--- src/rtl/acc_mq_muldp.sv ---
// rtl/acc_mq_muldp.sv - accumulator/MQ/DR datapath with single-cycle ALU ops
// and a shift-add unsigned multiplier sequenced by a three-state FSM.
module acc_mq_muldp #(
  parameter int WIDTH = 8,
  parameter int CNTW  = $clog2(WIDTH) + 1
) (
  input  logic             clock,
  input  logic             reset,
  input  logic             start,
  input  logic [2:0]       INS,
  input  logic             LDAcc,
  input  logic             LDMQ,
  input  logic             LDDR,
  input  logic             STAcc,
  input  logic             STMQ,
  input  logic             STDR,
  input  logic [WIDTH-1:0] inBUS,
  output logic [WIDTH-1:0] outBUS,
  output logic             RDY,
  output logic             done,
  output logic             carry
);

  localparam logic [2:0] OP_ADD = 3'b000;
  localparam logic [2:0] OP_SUB = 3'b001;
  localparam logic [2:0] OP_AND = 3'b010;
  localparam logic [2:0] OP_OR  = 3'b011;
  localparam logic [2:0] OP_XOR = 3'b100;
  localparam logic [2:0] OP_MUL = 3'b101;
  localparam logic [2:0] OP_SHR = 3'b110;
  localparam logic [2:0] OP_CLR = 3'b111;

  localparam logic [CNTW-1:0] CNT_LAST = CNTW'(WIDTH - 1);

  typedef enum logic [1:0] {S_IDLE, S_MUL, S_DONE} state_t;

  state_t state, state_nxt;

  logic [WIDTH-1:0] acc, mq, dr;
  logic [CNTW-1:0]  cnt;
  logic [WIDTH:0]   add_sum;
  logic [WIDTH:0]   mul_sum;

  always_ff @(posedge clock or posedge reset) begin
    if (reset) state <= S_IDLE;
    else       state <= state_nxt;
  end

  always_comb begin
    state_nxt = state;
    RDY       = 1'b0;
    done      = 1'b0;
    case (state)
      S_IDLE: begin
        RDY = 1'b1;
        if (start) state_nxt = (INS == OP_MUL) ? S_MUL : S_DONE;
      end
      S_MUL:   if (cnt == CNT_LAST) state_nxt = S_DONE;
      S_DONE: begin
        done      = 1'b1;
        state_nxt = S_IDLE;
      end
      default: state_nxt = S_IDLE;
    endcase
  end

  always_comb begin
    add_sum = {1'b0, acc} + {1'b0, dr};
    mul_sum = {1'b0, acc} + (mq[0] ? {1'b0, dr} : {(WIDTH+1){1'b0}});
  end

  always_ff @(posedge clock or posedge reset) begin
    if (reset) begin
      acc   <= '0;
      mq    <= '0;
      dr    <= '0;
      carry <= 1'b0;
      cnt   <= '0;
    end else begin
      case (state)
        S_IDLE: begin
          if (start) begin
            case (INS)
              OP_ADD: {carry, acc} <= add_sum;
              OP_SUB: begin
                carry <= (acc >= dr);
                acc   <= acc - dr;
              end
              OP_AND: begin acc <= acc & dr; carry <= 1'b0; end
              OP_OR:  begin acc <= acc | dr; carry <= 1'b0; end
              OP_XOR: begin acc <= acc ^ dr; carry <= 1'b0; end
              OP_MUL: begin
                acc   <= '0;
                carry <= 1'b0;
                cnt   <= '0;
              end
              // {carry,Acc,MQ} shifted right as one vector
              OP_SHR: begin
                acc   <= {carry, acc[WIDTH-1:1]};
                mq    <= {acc[0], mq[WIDTH-1:1]};
                carry <= 1'b0;
              end
              OP_CLR: begin acc <= '0; carry <= 1'b0; end
              default: ;
            endcase
          end else begin
            if (LDAcc) acc <= inBUS;
            if (LDMQ)  mq  <= inBUS;
            if (LDDR)  dr  <= inBUS;
          end
        end
        S_MUL: begin
          acc   <= mul_sum[WIDTH:1];
          mq    <= {mul_sum[0], mq[WIDTH-1:1]};
          carry <= 1'b0;
          cnt   <= cnt + CNTW'(1);
        end
        default: ;
      endcase
    end
  end

  assign outBUS = ({WIDTH{STAcc}} & acc) | ({WIDTH{STMQ}} & mq) | ({WIDTH{STDR}} & dr);

endmodule

--- config.mk ---
export PLATFORM = sky130hd
export DESIGN_NAME = acc_mq_muldp
export DESIGN_NICKNAME = d
export VERILOG_FILES = /design/src/rtl/acc_mq_muldp.sv
export SDC_FILE = /design/constraint.sdc
export NUM_CORES = 1
export LEC_CHECK = 0
export BUFFER_PORTS_ARGS = -buffer_cell sky130_fd_sc_hd__buf_2
export CAP_MARGIN = 10
export CORE_ASPECT_RATIO = 2
export CORE_UTILIZATION = 25
export CTS_CLUSTER_SIZE = 24
export DETAILED_ROUTE_END_ITERATION = 12
export GPL_ROUTABILITY_DRIVEN = 0
export SYNTH_ARGS = -nofsm -noshare
export SYNTH_HDL_FRONTEND = slang
export SYNTH_SLANG_ARGS = --single-unit
--- constraint.sdc ---
create_clock -name clock -period 2.3 [get_ports clock]
set_input_delay 0.23 -clock clock [delete_from_list [all_inputs] [get_ports clock]]
set_output_delay 0.23 -clock clock [all_outputs]
set_load 0.05 [all_outputs]
==> results.cfg <==
[pwr]
p_leak_nw = 1.83
combPwrFrac_pct = 67.7
switchingPower_mw = 2.34
power_frac_seq_pct = 18.2
vdd_ir_drop_max_uv = 443
power.density_nw_per_um2 = 1240
p_int_mw = 2.78
pwr-share-clk_pct = 14.1
swShare_pct = 45.7

[layout]
synthToLayoutAreaGrowth_pct = 33.3
drive_above_1_share_pct = 28.9
diodes = 0
fin_util_pct = 34.0
finalNetCount = 505
fin_area_um2 = 4120
layout_commonest_cell = buf_4
layout_common_cells = 43 x buf_4, 35 x inv_1, 31 x nor2_1
fin_cells = 597

[die]
io_pins = 31
num_rows = 57
start_util_pct = 25.5
core_area_um2 = 12100
die_w_um = 80.6
fp.dieArea_um2 = 12800
die_h_um = 159

[worst_setup_path]
crit_path_max_incr_delay_ps = 400
end_kind = register
path_buf_inv = 0
worstSetupPathType = register to register
cp_cell_sequence = and2_1, ha_2, fa_2, a21oi_4, nor2b_1, or3_1, a32o_1, a31oi_1, a21oi_1
cp-start-kind = register
cp_top_family = compound AO/OA/AOI/OAI gates
timing.rr.start = dr[0]
critical_path_arrival_ps = 2460
worstPathMaxFanout = 3
crit_path_start = dr[0]
slowest_stage = dfrtp_1
required_ps = 2460

[drt]
ant_nets = 0
vias = 3273
drt_iter0_drc = 194
drt-total-wl_um = 10900
drcViolationCount = 0
wl_per_cell_um = 18.3
vias_per_cell = 5.48
drtPass1Iterations = 5

[placed_design]
dpl_cell_area_um2 = 3610
port_buffers = 30
dp_slack_ps = -162
dp.cells = 580
hpwl_um = 8490

[sta]
finalMaxSlewViolations = 0
grt_setup_unrepaired = yes
min_period_ps = 2300
finalHoldViolCount = 0
slew-limit-headroom_pct = 25.4
worst_slew_pin_slew_ps = 1110
skew_ps = 6.64
max_freq_mhz = 435
fin_crit_sh_pct = 99.9
fin_ws_ps = 2.82
setup_viol = 0

[clock_network]
ctsHoldBuffers = 0
root_buffer = clkbuf_16
numCtsBuffers = 5
htreeDepth = 2
tritoncts = done
clock_latency_ps = 280
clk_path_buf_depth = 2
clkSlewWorstSetupHoldPaths_ps = 50
cts.sinks = 31

[outcome]
status = finished, final reports clean

[logic_synthesis]
synthesis.nets = 443
synth_cell_types = 56
ys_async_sr_fraction_pct = 100
synth_top_area_share_pct = 25.1
netlist_instances = 387
syn_area_um2 = 3090
synth_ff_type = dfrtp_1
ys_warn_count = 0
synth_top_cells_by_area = dfrtp_1 25%, ha_1 13%, a21oi_1 5.5%
yosysSeqAreaShare_pct = 25.1
ys_ff_latch = 31
synth_edf_count = 0
yosysTopAreaCell = dfrtp_1
syn_area_per_cell_um2 = 7.99

[job]
drv_cap = 0

[global_route]
first_global_vias = 3474
gr-usage-all-layers_pct = 17.6
grt_pass1_wl_um = 17200
antenna_found_initial = 0
overflow = 0
grt_start_max_net_pins = 32

[hold_path]
hold_class = primary input to asynchronous set/reset pin
==> layout make-up <==
cell class	instances	area, um2
multi-input cells	295	2340
well taps	147	184
repair buffers	76	507
fillers	1267	8000
inverters	40	155
clock buffers	8	156
flip-flops and latches	31	778
==> stage by stage <==
| stage | hold slack [ps] | power [mW] | TNS (ps) |
|---|---|---|---|
| final | 29.3 | 5.12 | 0 |
| after global routing | 75.0 | 5.48 | -150 |
| after CTS | 47.3 | 4.61 | -0.595 |
| after detailed placement | 345 | 3.77 | -608 |
| after global placement | 338 | 3.69 | -346 |
| after floorplan | 334 | 2.88 | 0 |
==> cells by family (layout without fill, tap and decap cells) <==
family                     Yosys count  after routing  synth area share [%]
AOI/OAI and AO/OA                  125            125                  27.0
and+or+nand+nor                    109            109                  17.0
buffers and inverters               61            124                  7.85
adders and majority gates           36             36                  15.3
DFF                                 31             31                  25.1
muxes                               16             16                  5.30
xor gates and xnor gates             9              9                  2.55
==> worst reg2reg max path, stage by stage, from the launching register on <==
cell,delay (ps)
dfrtp_1,400
and2_1,170
ha_2,180
fa_2,370
a21oi_4,180
nor2b_1,60
or3_1,310
a32o_1,260
a31oi_1,160
a21oi_1,90
==> Yosys cell counts, types with 6 or more instances <==
cell / instances
nand2b_1: 6
dfrtp_1: 31
nor2_1: 31
nor3_1: 7
inv_1: 37
nand3_1: 9
a31oi_1: 6
xnor2_1: 7
o21ai_0: 13
a21oi_1: 34
mux2i_1: 13
o21ai_1: 15
o22ai_1: 6
ha_1: 33
clkbuf_1: 15
and2_1: 10
nand2_1: 25
a222oi_1: 9
==> path summary, 6_finish.rpt <==
| path | slack [ps] | cells past startpoint | endpoint |
|---|---|---|---|
| worst max-delay path | 3 | 9 | acc[3] |
| worst max register to register | 3 | 9 | acc[3] |
| max in group asynchronous | 1940 | 3 | cnt[2] |
| worst min register to register | 520 | 1 | cnt[0] |
| worst min-delay path | 30 | 3 | mq[2] |
| min in group clock | 180 | 3 | dr[5] |
==> power groups by stage <==
stage | Combinational (mW) | Clock [mW] | Sequential [mW]
floorplan | 1.95 | 0 | 0.927
global placement | 2.77 | 0 | 0.919
detailed placement | 2.84 | 0 | 0.932
CTS | 2.97 | 0.731 | 0.917
global route | 3.76 | 0.752 | 0.962
finish | 3.46 | 0.720 | 0.934
==> per-layer routing <==
layer / track usage, % / share of wire [%] / up-vias
met5: 0 / 0 / -
met4: 14.1 / 6.1 / 0
met3: 1.49 / 1.6 / 41
met2: 32.4 / 56 / 82
met1: 17.1 / 36 / 1627
li1: - / - / 1523
==> state kept, by name (all words and copies together), names as in the netlist <==
register,count
state,2
acc,8
carry,1
cnt,4
mq,8
dr,8
==> timing repair <==
item,CTS,global route
endpoints found under the setup margin,5,5
pin swaps,8,21
gates cloned,0,0
gates resized for setup,12,46
buffers inserted,2,7
Power figures use the tool's default switching activity.
